--- src/rtl/alu_share_arbiter_pkg.sv ---
// Shared definitions for the two-port ALU sharing arbiter: opcodes,
// opcode legality check and FSM state encoding.
package alu_share_arbiter_pkg;

   localparam logic [3:0] OP_AND = 4'b0000;
   localparam logic [3:0] OP_OR  = 4'b0001;
   localparam logic [3:0] OP_ADD = 4'b0010;
   localparam logic [3:0] OP_SUB = 4'b0110;
   localparam logic [3:0] OP_MIN = 4'b0111;
   localparam logic [3:0] OP_NOR = 4'b1100;

   typedef enum logic [1:0] {
      S_IDLE = 2'd0,
      S_EXEC = 2'd1,
      S_DONE = 2'd2
   } state_t;

   function automatic logic op_legal(input logic [3:0] op);
      case (op)
         OP_AND, OP_OR, OP_ADD, OP_SUB, OP_MIN, OP_NOR: return 1'b1;
         default:                                        return 1'b0;
      endcase
   endfunction

endpackage

--- src/rtl/ALU32.sv ---
// 32-bit ALU with a registered result and a combinational operand-equality flag.
module ALU32
   import alu_share_arbiter_pkg::*;
(
   input  logic        clk,
   input  logic [3:0]  op,
   input  logic [31:0] in1,
   input  logic [31:0] in2,
   output logic [31:0] result,
   output logic        zero
);

   logic [31:0] result_nxt;

   assign zero = (in1 == in2);

   always_comb begin
      result_nxt = 'x;
      case (op)
         OP_AND: result_nxt = in1 & in2;
         OP_OR:  result_nxt = in1 | in2;
         OP_ADD: result_nxt = in1 + in2;
         OP_SUB: result_nxt = in1 - in2;
         OP_MIN: result_nxt = (in1 < in2) ? in1 : in2;
         OP_NOR: result_nxt = ~(in1 | in2);
         default: result_nxt = 'x;
      endcase
   end

   always_ff @(posedge clk) begin
      result <= result_nxt;
   end

endmodule

--- src/rtl/alu_share_arbiter.sv ---
// Round-robin arbiter sharing one registered ALU between ports A and B;
// one op in flight, response pulse three edges after the transfer edge.
module alu_share_arbiter
   import alu_share_arbiter_pkg::*;
#(
   parameter bit FIRST_PRIO = 1'b0
) (
   input  logic        clk,
   input  logic        reset,
   input  logic        a_req,
   input  logic [3:0]  a_op,
   input  logic [31:0] a_in1,
   input  logic [31:0] a_in2,
   input  logic        b_req,
   input  logic [3:0]  b_op,
   input  logic [31:0] b_in1,
   input  logic [31:0] b_in2,
   output logic        a_gnt,
   output logic        b_gnt,
   output logic        a_rsp_valid,
   output logic [31:0] a_rsp_result,
   output logic        a_rsp_zero,
   output logic        a_rsp_err,
   output logic        b_rsp_valid,
   output logic [31:0] b_rsp_result,
   output logic        b_rsp_zero,
   output logic        b_rsp_err,
   output logic        busy
);

   state_t      state, state_nxt;
   logic [3:0]  alu_op;
   logic [31:0] alu_in1, alu_in2;
   logic [31:0] alu_result;
   logic        alu_zero;
   logic        owner, last_owner;   // 0 = A, 1 = B
   logic        illegal_q, zero_q;
   logic [3:0]  sel_op;
   logic [31:0] sel_in1, sel_in2;
   logic [31:0] masked_result;

   ALU32 u_alu (
      .clk    (clk),
      .op     (alu_op),
      .in1    (alu_in1),
      .in2    (alu_in2),
      .result (alu_result),
      .zero   (alu_zero)
   );

   // Grant uses only req, state and last_owner; operand muxing is kept separate.
   always_comb begin
      state_nxt = state;
      a_gnt     = 1'b0;
      b_gnt     = 1'b0;
      case (state)
         S_IDLE: begin
            if (a_req && (!b_req || last_owner)) a_gnt = 1'b1;
            else if (b_req)                      b_gnt = 1'b1;
            if (a_gnt || b_gnt) state_nxt = S_EXEC;
         end
         S_EXEC:  state_nxt = S_DONE;
         S_DONE:  state_nxt = S_IDLE;
         default: state_nxt = S_IDLE;
      endcase
   end

   assign sel_op        = b_gnt ? b_op  : a_op;
   assign sel_in1       = b_gnt ? b_in1 : a_in1;
   assign sel_in2       = b_gnt ? b_in2 : a_in2;
   assign masked_result = illegal_q ? '0 : alu_result;
   assign busy          = (state != S_IDLE);

   always_ff @(posedge clk) begin
      if (reset) begin
         state        <= S_IDLE;
         alu_op       <= '0;
         alu_in1      <= '0;
         alu_in2      <= '0;
         owner        <= 1'b0;
         last_owner   <= !FIRST_PRIO;
         illegal_q    <= 1'b0;
         zero_q       <= 1'b0;
         a_rsp_valid  <= 1'b0;
         a_rsp_result <= '0;
         a_rsp_zero   <= 1'b0;
         a_rsp_err    <= 1'b0;
         b_rsp_valid  <= 1'b0;
         b_rsp_result <= '0;
         b_rsp_zero   <= 1'b0;
         b_rsp_err    <= 1'b0;
      end else begin
         state       <= state_nxt;
         a_rsp_valid <= 1'b0;
         b_rsp_valid <= 1'b0;
         case (state)
            S_IDLE: begin
               if (a_gnt || b_gnt) begin
                  owner     <= b_gnt;
                  alu_op    <= sel_op;
                  alu_in1   <= sel_in1;
                  alu_in2   <= sel_in2;
                  illegal_q <= !op_legal(sel_op);
               end
            end
            S_EXEC: zero_q <= alu_zero;
            S_DONE: begin
               last_owner <= owner;
               if (owner) begin
                  b_rsp_valid  <= 1'b1;
                  b_rsp_result <= masked_result;
                  b_rsp_zero   <= zero_q;
                  b_rsp_err    <= illegal_q;
               end else begin
                  a_rsp_valid  <= 1'b1;
                  a_rsp_result <= masked_result;
                  a_rsp_zero   <= zero_q;
                  a_rsp_err    <= illegal_q;
               end
            end
            default: ;
         endcase
      end
   end

endmodule

--- config.mk ---
export PLATFORM = sky130hd
export DESIGN_NAME = alu_share_arbiter
export DESIGN_NICKNAME = d
export VERILOG_FILES = /design/src/rtl/alu_share_arbiter_pkg.sv /design/src/rtl/ALU32.sv /design/src/rtl/alu_share_arbiter.sv
export SDC_FILE = /design/constraint.sdc
export NUM_CORES = 1
export LEC_CHECK = 0
export ABC_AREA = 1
export ABC_CLOCK_PERIOD_IN_PS = 3900
export BUFFER_PORTS_ARGS = -buffer_cell sky130_fd_sc_hd__clkbuf_2
export CAP_MARGIN = 20
export CORE_MARGIN = 2
export CORE_UTILIZATION = 40
export DETAILED_ROUTE_END_ITERATION = 8
export REMOVE_ABC_BUFFERS = 1
export SLEW_MARGIN = 10
export SYNTH_ARGS = -nofsm -noshare
export SYNTH_HDL_FRONTEND = slang
export SYNTH_SLANG_ARGS = --single-unit
--- constraint.sdc ---
create_clock -name clk -period 3.9 [get_ports clk]
set_input_delay 0.39 -clock clk [delete_from_list [all_inputs] [get_ports clk]]
set_output_delay 0.39 -clock clk [all_outputs]
set_load 0.01 [all_outputs]
==> flow_summary.yaml <==
floorplan:
  die_h_um: 186.3
  die_w_um: 186.3
  start_util_pct: 40.76
  dieArea_um2: 34710
  rows: 66
  core-area_um2: 32620
  io_pins: 213
clocking:
  cts_hold_buffers: 0
  cts_buffers: 17
  htree_levels: 4
  clk_pin_slew_ns: 0.08
  clk_path_buf_depth: 2
  cts_setup_buffers: 0
  clock_latency_ns: 0.47
  numClockSinks: 176
  cts_resized: 0
  cts-root-buf: "clkbuf_16"
  cts_tree: "yes"
timing:
  slew_headroom_pct: 37.03
  hold_ws_ns: 0.2048
  fin_setup_tns_ns: 0
  worstMarginPinSlew_ns: 0.9436
  finalSetupViolations: 0
  drv_slew: 0
  rsz0062_at_grt: "no"
  skew_ns: 0.01304
  max_freq_mhz: 346.6
  finalHoldViolCount: 0
  fin_crit_ns: 2.886
  fin_crit_sh_pct: 73.99
placed_design:
  place_area_um2: 14580
  gp_congestion: 0.9609
  dpl.hpwl_um: 40700
  dp_cells: 2738
  numPortBuffers: 212
drt:
  drt_iter0_drc: 1190
  drt_pre_antenna_iters: 5
  post_drt_via_cell_ratio: 5.176
  avgRoutedWirePerCell_um: 18.55
  vias: 14340
  drc_errors: 0
  totalWireLength_um: 51410
  ant_nets: 0
setup_path:
  worstSetupStartpoint: "alu_in1[19]"
  path_max_fanout: 17
  regToRegSetupSlack_ns: 1.01
  timing.rr.start: "alu_in1[19]"
  reg2reg_to: "u_alu.result[23]"
  critPathLaunchType: "flip-flop"
  worstRegToRegCells: 12
  worst-setup-path-type: "flip-flop to flip-flop"
  cp.required_ns: 4.23
  crit_path_end_kind: "flip-flop"
  cp.arrival_ns: 3.22
final_layout:
  syn_to_final_growth_pct: 14.38
  final_nets: 2566
  drive_gt1_share_pct: 13.83
  final_core_util_pct: 46.62
  layout.cells.non_filler: 2771
  antennaDiodeCount: 0
  layout_commonest_cell: "nand2_1"
  final_cell_area_um2: 15210
  final_cell_mix: "nand2_1 (599), inv_1 (303), clkbuf_2 (212)"
logic_synthesis:
  synth_cell_types: 44
  ys_warn_count: 0
  synth_top_area_share_pct: 26.50
  synth_top_area_cell: "dfxtp_1"
  postSynthCellCount: 2164
  synth.cell_area_um2: 13290
  seq_area_frac_synth_pct: 26.50
  synth_seq_cells: 176
  syn_avg_cell_area_um2: 6.143
  synth_area_leaders: "dfxtp_1 (27%), nand2_1 (17%), ha_1 (10%), inv_1 (8.6%), o21ai_0 (6.8%)"
global_routing:
  overflow: 0
  grt_max_degree: 98
  grt_pass1_wl_um: 79650
  grt_util_all_layers_pct: 29.66
  grt_pass1_vias: 13700
  antenna_found_initial: 2
pwr:
  irDropWorstVdd_mv: 0.3628
  powerDensity_nw_per_um2: 454.4
  power.leakage_nw: 7.788
worst_hold_path:
  hold_path.startpoint: "a_in2[4]"
  hold_class: "primary input to flip-flop"
  min_path_cells: 3
  hold_path_end: "alu_in2[4]"
run:
  drv_cap: 0
run_status:
  run_status: "completed"
## sequential cells by signal (all words and copies together), names as in the netlist
register      count
alu_op            4
last_owner        1
b_rsp_zero        1
owner             1
state             2
illegal_q         1
a_rsp_valid       1
b_rsp_err         1
b_rsp_valid       1
a_rsp_result     32
b_rsp_result     32
u_alu.result     32
alu_in2          32
alu_in1          32
a_rsp_zero        1
a_rsp_err         1
zero_q            1
## report_power, final
group	switching [mW]	leakage (nW)	internal, mW	total [mW]
logic	2.04	6.05	0.863	2.90
clock network	0.878	0.295	0.912	1.79
registers	0.216	1.45	2.00	2.22
## worst max path at each step
stage	to	slack (ns)
after floorplan	u_alu.result[14]	0.69
after global placement	u_alu.result[23]	1.08
after detailed placement	u_alu.result[22]	1.07
after CTS	u_alu.result[22]	1.05
after global routing	u_alu.result[23]	0.84
final	u_alu.result[23]	1.01
## critical path, cell delays in order, from the launching register on
cell and delay (ns):
dfxtp_1 0.37, inv_1 0.07, ha_1 0.51, inv_1 0.15, a21oi_1 0.17, nand2_1 0.15, nand2_1 0.11, nand2_2 0.09
a21oi_4 0.37, buf_4 0.39, nand3_1 0.12, nand3_1 0.11, nand4_1 0.14
## synthesized netlist by cell type
library cell  number
a41oi_1            1
o21bai_1          11
nand2_2            6
buf_2             38
inv_2             19
clkinv_1           4
nor3_2             3
buf_6              6
a211oi_1          15
nand3b_1           1
o21ai_2            2
nand3_1          163
inv_1            304
buf_4              8
a21o_1             1
and3_1             1
a21oi_1          160
a22oi_1            2
a221oi_1           1
a21oi_4            1
nand2_4            2
or2_2              1
clkbuf_1          50
o21ai_1            4
nor2_4             4
o21ai_0          180
and2_1             5
nor4_1             1
nor2_2            11
mux2i_1            1
nor2_1           159
nand4_1           25
a21oi_2            2
dfxtp_1          176
nor3_1            14
nand2_1          599
xnor2_1            2
xor2_1             1
fa_1               2
o22ai_1           64
ha_1             108
o211ai_1           1
nand3_2            1
o2111ai_1          4
## final cells by class
class / instances / area, µm²
Fill cell: 3523 / 17410
Multi-Input combinational cell: 1559 / 8051
Clock buffer: 17 / 425.4
Tap cell: 442 / 553.0
Sequential cell: 176 / 3523
Inverter: 327 / 1229
Clock inverter: 15 / 170.2
Timing Repair Buffer: 235 / 1254
## cells by family after synthesis
kind of cell / Yosys count / share of synthesized area (%)
flops: 176 / 26.50
xor+xnor: 3 / 0.1977
fa+ha+maj: 110 / 10.47
simple gates: 996 / 31.28
buf+inv: 429 / 13.04
compound gates: 449 / 18.44
mux: 1 / 0.07530
## routing by layer
metal | global-route usage (%) | share of wire, % | wire [µm]
met1 | 40.45 | 47 | 24260
met2 | 47.06 | 44 | 22450
met3 | 5.887 | 6.5 | 3341
met4 | 9.292 | 2.6 | 1355
met5 | 0 | 0 | 0
## metrics by stage
stage | setup slack, ns | total power [mW]
floorplan | 0.6883 | 4.023
global placement | 1.079 | 5.091
detailed placement | 1.072 | 5.103
CTS | 1.053 | 6.905
global route | 0.8378 | 7.374
finish | 1.014 | 6.909
Note: power is estimated with default switching activity, not from simulation.
